### config.mk
export PLATFORM = sky130hd
export DESIGN_NAME = cla_pipe_adder
export DESIGN_NICKNAME = d
export VERILOG_FILES = /design/src/rtl/cla_pipe_adder.sv
export SDC_FILE = /design/constraint.sdc
export NUM_CORES = 1
export LEC_CHECK = 0
export BUFFER_PORTS_ARGS = -buffer_cell sky130_fd_sc_hd__clkbuf_2
export CAP_MARGIN = 20
export CORE_MARGIN = 2
export CORE_UTILIZATION = 50
export DETAILED_ROUTE_END_ITERATION = 6
export MAX_ROUTING_LAYER = met4
export PLACE_DENSITY = 0.84
export SKIP_LAST_GASP = 1
export SLEW_MARGIN = 20
export SYNTH_ARGS = -nofsm -noshare
export SYNTH_HDL_FRONTEND = slang
export SYNTH_SLANG_ARGS = --single-unit
### constraint.sdc
create_clock -name clk -period 2.4 [get_ports clk]
set_input_delay 0.12 -clock clk [delete_from_list [all_inputs] [get_ports clk]]
set_output_delay 0.12 -clock clk [all_outputs]
set_load 0.02 [all_outputs]
### src/rtl/cla_pipe_adder.sv
// Pipelined carry-lookahead adder/subtractor: WIDTH bits in STAGES slices with valid/ready flow control.
// Optional build macro CLA_PIPE_FLAGS_EN enables the registered ovf_o/zero_o flags.
module cla_pipe_adder #(
  parameter int WIDTH  = 16,
  parameter int STAGES = 2
) (
  input  logic             clk,
  input  logic             rst,
  input  logic             in_valid,
  output logic             in_ready,
  input  logic [WIDTH-1:0] a_i,
  input  logic [WIDTH-1:0] b_i,
  input  logic             cin_i,
  input  logic             sub_i,
  output logic             out_valid,
  input  logic             out_ready,
  output logic [WIDTH-1:0] sum_o,
  output logic             cout_o,
  output logic             ovf_o,
  output logic             zero_o
);

  localparam int CW = WIDTH / STAGES;
  localparam int NG = CW / 4;

  // One slice: 4-bit lookahead groups, group carries resolved by lookahead across the slice.
  function automatic logic [CW:0] slice_add(input logic [CW-1:0] a, input logic [CW-1:0] b,
                                            input logic ci);
    logic [CW-1:0] p, g, c;
    logic [NG-1:0] gg, pg;
    logic [NG:0]   cg;
    logic          t;
    p = a ^ b;
    g = a & b;
    for (int j = 0; j < NG; j++) begin
      gg[j] = g[4*j+3] | (p[4*j+3] & g[4*j+2]) | (p[4*j+3] & p[4*j+2] & g[4*j+1])
            | (p[4*j+3] & p[4*j+2] & p[4*j+1] & g[4*j]);
      pg[j] = &p[4*j +: 4];
    end
    for (int j = 0; j <= NG; j++) begin
      cg[j] = ci;
      for (int i = 0; i < j; i++) cg[j] = cg[j] & pg[i];
      for (int i = 0; i < j; i++) begin
        t = gg[i];
        for (int m = i + 1; m < j; m++) t = t & pg[m];
        cg[j] = cg[j] | t;
      end
    end
    for (int j = 0; j < NG; j++) begin
      c[4*j]   = cg[j];
      c[4*j+1] = g[4*j] | (p[4*j] & cg[j]);
      c[4*j+2] = g[4*j+1] | (p[4*j+1] & g[4*j]) | (p[4*j+1] & p[4*j] & cg[j]);
      c[4*j+3] = g[4*j+2] | (p[4*j+2] & g[4*j+1]) | (p[4*j+2] & p[4*j+1] & g[4*j])
               | (p[4*j+2] & p[4*j+1] & p[4*j] & cg[j]);
    end
    return {cg[NG], p ^ c};
  endfunction

  logic [WIDTH-1:0] bx;
  logic             c0;

  assign bx = sub_i ? ~b_i : b_i;
  assign c0 = sub_i ? ~cin_i : cin_i;

  for (genvar k = 0; k < STAGES; k++) begin : stg
    localparam int LO = (k + 1) * CW;
    logic                  vld, adv, c, src_vld, src_c;
    logic [WIDTH-k*CW-1:0] src_a, src_b;
    logic [LO-1:0]         sum, sum_n;
    logic [CW:0]           res;

    if (k == 0) begin : g_src
      assign src_vld = in_valid;
      assign src_a   = a_i;
      assign src_b   = bx;
      assign src_c   = c0;
      assign sum_n   = res[CW-1:0];
    end else begin : g_src
      assign src_vld = stg[k-1].vld;
      assign src_a   = stg[k-1].g_op.a_up;
      assign src_b   = stg[k-1].g_op.b_up;
      assign src_c   = stg[k-1].c;
      assign sum_n   = {res[CW-1:0], stg[k-1].sum};
    end

    if (k == STAGES - 1) begin : g_adv
      assign adv = ~vld | out_ready;
    end else begin : g_adv
      assign adv = ~vld | stg[k+1].adv;
    end

    assign res = slice_add(src_a[CW-1:0], src_b[CW-1:0], src_c);

    always_ff @(posedge clk or posedge rst) begin
      if (rst) begin
        vld <= 1'b0;
        c   <= 1'b0;
        sum <= '0;
      end else if (adv) begin
        vld <= src_vld;
        if (src_vld) begin
          c   <= res[CW];
          sum <= sum_n;
        end
      end
    end

    // Operand bits not yet consumed travel with the op to the next slice.
    if (k < STAGES - 1) begin : g_op
      logic [WIDTH-LO-1:0] a_up, b_up;
      always_ff @(posedge clk or posedge rst) begin
        if (rst) begin
          a_up <= '0;
          b_up <= '0;
        end else if (adv && src_vld) begin
          a_up <= src_a[WIDTH-k*CW-1:CW];
          b_up <= src_b[WIDTH-k*CW-1:CW];
        end
      end
    end
  end

  assign in_ready  = stg[0].adv;
  assign out_valid = stg[STAGES-1].vld;
  assign sum_o     = stg[STAGES-1].sum;
  assign cout_o    = stg[STAGES-1].c;

`ifdef CLA_PIPE_FLAGS_EN
  logic cmsb;
  // Carry into the MSB recovered from its sum bit: s ^ a ^ b'.
  always_ff @(posedge clk or posedge rst) begin
    if (rst) begin
      cmsb <= 1'b0;
    end else if (stg[STAGES-1].adv && stg[STAGES-1].src_vld) begin
      cmsb <= stg[STAGES-1].res[CW-1] ^ stg[STAGES-1].src_a[CW-1] ^ stg[STAGES-1].src_b[CW-1];
    end
  end
  assign ovf_o  = cmsb ^ cout_o;
  assign zero_o = out_valid & ~|sum_o;
`else
  assign ovf_o  = 1'b0;
  assign zero_o = 1'b0;
`endif

endmodule

# Word-level counts from Yosys, hierarchy flattened
# Cells that the tools add are included.
dict set report word_totals {
  input_bits 38
  wordCells 133
  out_inout_bits 21
  reg_bits 44
}
dict set report classes {
  bitwise 116
  reduce_logical 7
  mux 2
}
# op n
set ops {}
lappend ops {{bitwise AND 1 bit} 62}
lappend ops {{bitwise OR 1 bit} 44}
lappend ops {{bitwise XOR 8 bit} 4}
lappend ops {{bitwise AND 8 bit} 2}
lappend ops {{2-to-1 mux 16 bit} 1}
lappend ops {{inverter 16 bit} 1}
lappend ops {{AND reduction 4 bit} 4}
lappend ops {{AND reduction 2 bit} 2}
lappend ops {{inverter 1 bit} 3}
lappend ops {{logical AND 1 bit} 1}
lappend ops {{2-to-1 mux 1 bit} 1}

# Logic depth before layout (Yosys ltp)
# Gate-level depths: netlist of the first run.
dict set report logic_depth {
  word_depth 11
  mapped_depth 11
  ltp_nobuf 9
}

# Worst setup path after synthesis of the first run
# OpenSTA, ideal clock, no wires.
dict set report synth_timing {
  path_type {input to register}
  startpoint {input port sub_i}
  endpoint {register stg[0].sum[4]}
  required_time_ps 2317
  setup_time_ps 83
  path_slack_ps -132
  n_path_buf 2
  stages 10
  arrival_time_ps 2449
  path_cell_list {buf_6 buf_2 xor2_1 ha_1 and3_1 a221o_1 o21a_1 nor2_1 fa_1 o21ai_0}
}
dict set report synth_via {
  elab_chain_len 8
  word_cells_on_any_way 16
  classes_between {mux: 2; bitwise: 13; reduce/logical: 1}
}
# element line
set synth_lines {}
lappend synth_lines {{start, declared} 14} ;# input logic sub_i,
lappend synth_lines {{2-to-1 mux 16 bit} 62} ;# assign bx = sub_i ? ~b_i : b_i;
lappend synth_lines {{bitwise XOR 8 bit / bitwise AND 8 bit (equally long branches)} {33, 34}}
lappend synth_lines {{bitwise AND 1 bit, on equally long branches} {36, 37}}
lappend synth_lines {{bitwise OR 1 bit, or another cell as far along} 36} ;# gg[j] = g[4*j+3] | (p[4*j+3] & g[4*j+2]) | (p[4*j+3] & p[4*j+2] & g[4*j+1])
lappend synth_lines {{bitwise OR 1 bit / bitwise AND 1 bit (equally long branches)} {36, 37}}
lappend synth_lines {{bitwise OR 1 bit} 37} ;# | (p[4*j+3] & p[4*j+2] & p[4*j+1] & g[4*j]);
lappend synth_lines {{bitwise OR 1 bit} 46} ;# cg[j] = cg[j] | t;
lappend synth_lines {{bitwise XOR 8 bit (*)} 56} ;# return {cg[NG], p ^ c};
lappend synth_lines {{end signal, assigned} 103} ;# sum <= sum_n;
lappend synth_lines {{end, declared} 69} ;# logic [LO-1:0] sum, sum_n;
# Every way passes the cells marked *; elsewhere a longest branch is shown, timed or not.
# A chain may end at the register's enable or synchronous reset.

# Worst setup path in the final report of the first run
dict set report layout_timing {
  startpoint {register stg[0].g_op.a_up[0]}
  endpoint {register stg[1].sum[12] (netlist: sum_o[12])}
}
dict set report layout_via {
  elab_chain_len 5
  word_cells_on_any_way 8
  classes_between {bitwise: 7; reduce/logical: 1}
}
# element line
set layout_lines {}
lappend layout_lines {{start, declared} 110} ;# logic [WIDTH-LO-1:0] a_up, b_up;
lappend layout_lines {{start signal, assigned} 116} ;# a_up <= src_a[WIDTH-k*CW-1:CW];
lappend layout_lines {{bitwise XOR 8 bit / bitwise AND 8 bit (equally long branches)} {33, 34}}
lappend layout_lines {{AND reduction 4 bit / bitwise AND 1 bit (equally long branches)} {38, 37}}
lappend layout_lines {{bitwise AND 1 bit / bitwise OR 1 bit (equally long branches)} {42, 37}}
lappend layout_lines {{bitwise OR 1 bit (*)} 46}
lappend layout_lines {{bitwise XOR 8 bit (*)} 56}
lappend layout_lines {{net stg[1].res[4]} 70} ;# logic [CW:0] res;
lappend layout_lines {{end signal, assigned} 103}
lappend layout_lines {{end, declared} 69}
# The timed path passes the listed nets; every way through them passes the cells marked *.

==> results of run 1 <==
## worst max path at each step
stage | endpoint | cells past startpoint | slack, ps | from
2_1_floorplan | stg[0].sum[4] | 10 | 10 | sub_i
3_5_place_dp | stg[0].sum[4] | 9 | 30 | sub_i
4_1_cts | sum_o[12] | 6 | 140 | stg[0].g_op.a_up[0]
6_report | sum_o[12] | 6 | 150 | stg[0].g_op.a_up[0]
5_1_grt | sum_o[13] | 7 | 40 | stg[0].g_op.a_up[0]
3_3_place_gp | stg[0].sum[4] | 9 | 170 | sub_i
## state kept, by name, summed over array words and instances, names as in the netlist
register	count
stg.g_op.b_up	8
stg.vld	1
out_valid	1
stg.g_op.a_up	8
stg.c	1
sum_o	16
cout_o	1
stg.sum	8
## critical path: stages (launching register included)
cell,delay [ps]
dfrtp_1,390
ha_1,320
a211oi_1,370
o21bai_1,180
a21o_1,210
fa_1,420
mux2_2,260
## cells by family after synthesis
group / share of synthesized area
simple gates: 0.1445
compound gates: 0.1323
flops: 0.4478
xor+xnor: 0.08142
fa+ha+maj: 0.1140
buf+inv: 0.03715
mux: 0.04122
other cells: 0.001525
## cell type report
class,count,area [sq um],area share
Inverter,9,33.78,0.01142
Sequential cell,44,1101,0.3723
Multi-Input combinational cell,183,1277,0.4319
Clock inverter,1,30.03,0.01015
Clock buffer,7,96.34,0.03257
Timing Repair Buffer,63,335.3,0.1134
Tap cell,67,83.83,0.02834
## per-stage QoR
step / setup slack, ps / power [uW] / utilization / std cells / hold WS (ps)
3_5_place_dp: 30.49 / 1972 / 0.5974 / 365 / 199.6
5_1_grt: 37.22 / 2730 / 0.6262 / 374 / 6.531
6_report: 148.5 / 2564 / 0.6262 / 374 / 9.322
3_3_place_gp: 167.5 / 1928 / 0.5974 / 365 / 193.8
4_1_cts: 141.0 / 2585 / 0.6262 / 374 / 3.780
2_1_floorplan: 11.75 / 1682 / - / 246 / 225.4
## cells in the final DEF, fill, tap and decap left out, types with 2 or more instances in the layout
cell	count
a21oi_1	6
nand2_1	53
inv_1	8
nor3_1	3
a211oi_1	5
nor4_1	2
buf_4	6
nand3_1	7
o31a_1	2
dfrtp_1	44
o31ai_1	3
and3_1	4
nand2b_1	3
conb_1	2
clkbuf_2	56
nor2_1	3
a21o_1	3
o21ai_0	19
xnor2_1	10
clkbuf_8	7
xor2_2	2
fa_1	4
xor2_1	10
ha_1	16
mux2_2	9
## power by group
part | internal, uW | switching [uW] | leakage, uW
registers | 939 | 112 | 0.000534
logic | 375 | 524 | 0.000881
clock network | 367 | 246 | 0.0000645
## metal layers
metal  up-vias  wire (microns)
met5         -               0
met4         0             117
met3        13             193
met2        62            2509
met1       892            2169
li1        965               -
==> results.txt, run 1 <==
post-synth cell types = 42
top_reg_cell synth = dfrtp_1
total setup buffers inserted after CTS = 0
Port Buf Inserts = 56
WHS Path Cells = 3
Most Used Layer, Global Route = met2
Setup crit start kind = register
async set-or-reset flop fraction in the synthesized netlist = 1.000
vias in the first global route = 1918
max-cap viol count = 0
Total Negative Setup Slacks = 0 ps
Synth area leaders = dfrtp_1, ha_1, nand2_1
drt pass-1 iters = 4
Synth area leader = dfrtp_1
via count = 1932
TritonCTS Buffers = 5
RSZ-0062 raised after global routing = no
Worst-Skew Late Latency = 290 ps
Starting Density = 0.5205
share of Yosys cell area claimed by the top area cell type = 0.4478
Congestion Overflow GR = 0
initial antenna violation count = 0
Reg2Reg Depth = 6
r2r startpoint = stg[0].g_op.a_up[0]
CTS tree = done
Clk Tree Root Cell = clkbuf_8
Starting DRT DRC Count = 87
Worst Max-Slew Pin Slew = 881.7 ps
drt drc = 0
post-synthesis average cell area = 10.04 sq um
Fmax = 444.1 MHz
Antenna Violating Nets Remaining = 0
Worst Hold Class = input pin to register
die span in x = 74.12 microns
most frequent cell after synthesis = nand2_1
final setup vio count = 0
Mapped Cells = 245
gr usage total = 0.2051
WP data arrival = 2440 ps
# H-tree levels = 2
fin. max-slew vios = 0
sequential area share after synthesis = 0.4478
met1 Use GR = 0.2395
Critical R2R Capture = sum_o[12]
placed inst area = 0.002821 sq mm
crit path kind = register to register
Layout fillers = 402
clock skew = 6.935 ps
final period utilization = 0.9381
clock sinks = 44
boundary pin count = 59
pin count of the biggest net entering global routing = 26
fin crit period = 2252 ps
Synth top cells by count = nand2_1, dfrtp_1, o21ai_0
die height = 74.12 microns
#FFs+latches synth = 44
post-route cell area = 0.002958 sq mm
Hold EP = stg[0].g_op.a_up[4]
share of layout cells above drive strength 1 = 0.2671
Area Overhead vs Synth = 20.31%
WP data required = 2590 ps
number of nets in the layout = 364
Core ar. = 0.004723 sq mm
final wirelength = 4989 microns
Hold Vio Cnt, Final = 0
Leak = 0.001479 uW
synthesized area = 0.002459 sq mm
cts hold-fix bufs = 1
HP Start = a_i[12]
clk buf depth = 2
Rel. slew slack = 0.4107
met3 Use GR = 0.03659
Syn. warnings = 0
Die ar. = 0.005494 sq mm
first-pass GRT wire length = 8328 microns
GP Congestion = 0.7913
num rows = 25
met2 Use GR = 0.3472
CP max FO = 3
status = finished clean
Vias per Instance = 5.166
flop2flop setup slack = 150 ps
Antenna diodes = 0
CTS resizes = 0
Max rail drop VDD = 0.0003213 V
WL/cell = 13.34 microns
Critical Path Sink Type = register
pwr dens = 867.0 mW/mm^2
dpl hpwl = 3921 microns
EDFF count, synth = 0
clk slew on worst S/H paths = 80 ps
Note: power is estimated with default switching activity, not from simulation.
==> inputs of run 2 (changes only) <==
Settings changed: CORE_UTILIZATION 50 to 31, PLACE_DENSITY 0.84 to 0.6.
==> results.txt, run 2 (synthesis results as in run 1) <==
Layout Cells excl Fill = 411 (+9.9%)
Antenna diodes = 0 (unchanged)
Total Negative Setup Slacks = 0 ps (unchanged)
boundary pin count = 59 (unchanged)
TritonCTS Buffers = 5 (unchanged)
RSZ-0062 raised after global routing = no
WP data arrival = 2360 ps (-80 ps)
Max rail drop VDD = 0.0003286 V (+2.3%)
clock sinks = 44 (unchanged)
via count = 1897 (-1.8%)
dpl hpwl = 4005 microns (+2.1%)
max-cap viol count = 0 (unchanged)
initial antenna violation count = 0 (unchanged)
Hold Vio Cnt, Final = 0 (unchanged)
Switching Share = 0.3438 (-0.0005900)
crit path kind = register to register
Hold EP = stg[0].g_op.a_up[3]
pin count of the biggest net entering global routing = 33 (+27%)
Placed Cells = 401 (+9.9%)
drt pass-1 iters = 4 (unchanged)
fin. max-slew vios = 0 (unchanged)
r2r startpoint = stg[0].g_op.a_up[1]
status = finished clean
Rel. slew slack = 0.4314 (+0.02069)
clk slew on worst S/H paths = 90 ps (about the same)
share of layout cells above drive strength 1 = 0.2718 (+0.004744)
clock power share = 0.242 (+0.003)
drt drc = 0 (unchanged)
WL/cell = 12.42 microns (-6.9%)
Leak = 0.001489 uW (+0.67%)
Int Power = 1684 uW (+0.17%)
Switching Power = 882.3 uW (about the same)
Clk Tree Root Cell = clkbuf_8
GP Congestion = 0.7764 (-1.9%)
Congestion Overflow GR = 0 (unchanged)
max FFs per register = 16 (unchanged)
Setup crit start kind = register
num rows = 32 (+28%)
clock skew = 5.809 ps (-1.126 ps)
Fmax = 458.8 MHz (+3.3%)
Die ar. = 0.008659 sq mm (+58%)
# H-tree levels = 2 (unchanged)
vias in the first global route = 1875 (-2.2%)
Placement Setup Slack = 81.01 ps (+50.53 ps)
fin crit period = 2180 ps (-71.96 ps)
Sequential Power Share = 0.408 (-0.002)
commonest non-fill, non-tap cell in the layout = clkbuf_2
Port Buf Inserts = 56 (unchanged)
HP Start = a_i[11]
die height = 93.06 microns (+26%)
pwr dens = 848.7 mW/mm^2 (-2.1%)
Critical R2R Capture = sum_o[12]
commonest cells after routing, fill and taps aside = clkbuf_2, nand2_1, dfrtp_1
die span in x = 93.06 microns (+26%)
Antenna Violating Nets Remaining = 0 (unchanged)
Core ar. = 0.007687 sq mm (+63%)
final wirelength = 5103 microns (+2.3%)
clk buf depth = 2 (unchanged)
Starting DRT DRC Count = 46 (-47%)
Reg2Reg Depth = 6 (unchanged)
CTS tree = done
first-pass GRT wire length = 8638 microns (+3.7%)
Worst-Skew Late Latency = 290 ps (about the same)
Vias per Instance = 4.616 (-11%)
CP max FO = 3 (unchanged)
WHS Path Cells = 3 (unchanged)
Starting Density = 0.3198 (-0.2007)
placed inst area = 0.002873 sq mm (+1.8%)
flop2flop setup slack = 220 ps (+70 ps)
Area Overhead vs Synth = 23.00%
Worst Max-Slew Pin Slew = 850.8 ps (-30.97 ps)
Worst Slack Setup Final = 220.5 ps (+71.96 ps)
Worst Hold Class = input pin to register
final period utilization = 0.9081 (-0.02998)
combinational share of power = 0.350 (about the same)
post-route cell area = 0.003024 sq mm (+2.2%)
gr usage total = 0.1290 (-0.07603)
WP data required = 2580 ps (about the same)
Critical Path Sink Type = register
number of nets in the layout = 366 (+0.55%)
final setup vio count = 0 (unchanged)
## run 2: changes by cell type in the layout (fill, tap and decap cells not counted)
cell           previous run  this run
a211oi_1                  5         4
a211oi_2                  0         1
buf_4                     6         7
dlygate4sd3_1             1         2
## run 2: cell type report
class	count	area (sq um)
sequential	44	1101
multi-input combinational	183	1282
clock buffer	7	96.34
fill	816	4663
tap	102	127.6
clock inverter	1	30.03
timing repair buffer	65	352.8
inverter	9	33.78
## run 2: repair_timing
| action | CTS | global route |
|---|---|---|
| buffers inserted | 0 | 0 |
| gates resized for setup | 0 | 1 |
| hold buffers | 1 | 1 |
| endpoints found under the hold margin | 12 | 1 |
| setup endpoints to repair | 0 | 2 |
## run 2: power groups by stage
stage          clock network [uW]  logic [uW]  registers [uW]
4_1_cts                       639         910            1050
6_report                      621         898            1050
5_1_grt                       674        1010            1070
2_1_floorplan                   0         492            1190
3_3_place_gp                    0         889            1060
3_5_place_dp                    0         906            1070
## run 2: worst max path at each step
stage	from	to	slack, ps	depth (start not counted)
floorplan	sub_i	stg[0].sum[4]	10	10
global placement	sub_i	stg[0].sum[4]	150	9
detailed placement	sub_i	stg[0].sum[4]	80	9
CTS	stg[0].g_op.a_up[0]	sum_o[12]	100	6
global route	stg[0].g_op.a_up[0]	sum_o[13]	80	7
finish	stg[0].g_op.a_up[1]	sum_o[12]	220	6
## run 2: metrics by stage
step	hold WS [ps]	util	total power [uW]
floorplan	225.4	-	1682
global placement	76.67	0.3737	1950
detailed placement	73.86	0.3737	1971
CTS	1.437	0.3914	2599
global route	5.988	0.3934	2752
finish	14.82	0.3934	2567
## run 2: worst max-delay path, cell delays in order (launching register included)
cell	delay, ps
dfrtp_1	390
ha_1	330
o21ai_0	320
o21bai_1	150
a21o_1	210
fa_1	420
mux2_2	260
## run 2: routing by layer
metal  up-vias  track usage  wire (microns)
li1        970            -               -
met1       877       0.1543            2344
met2        44       0.2198            2486
met3         6      0.02417             187
met4         0      0.04412              85
met5         -            -               0
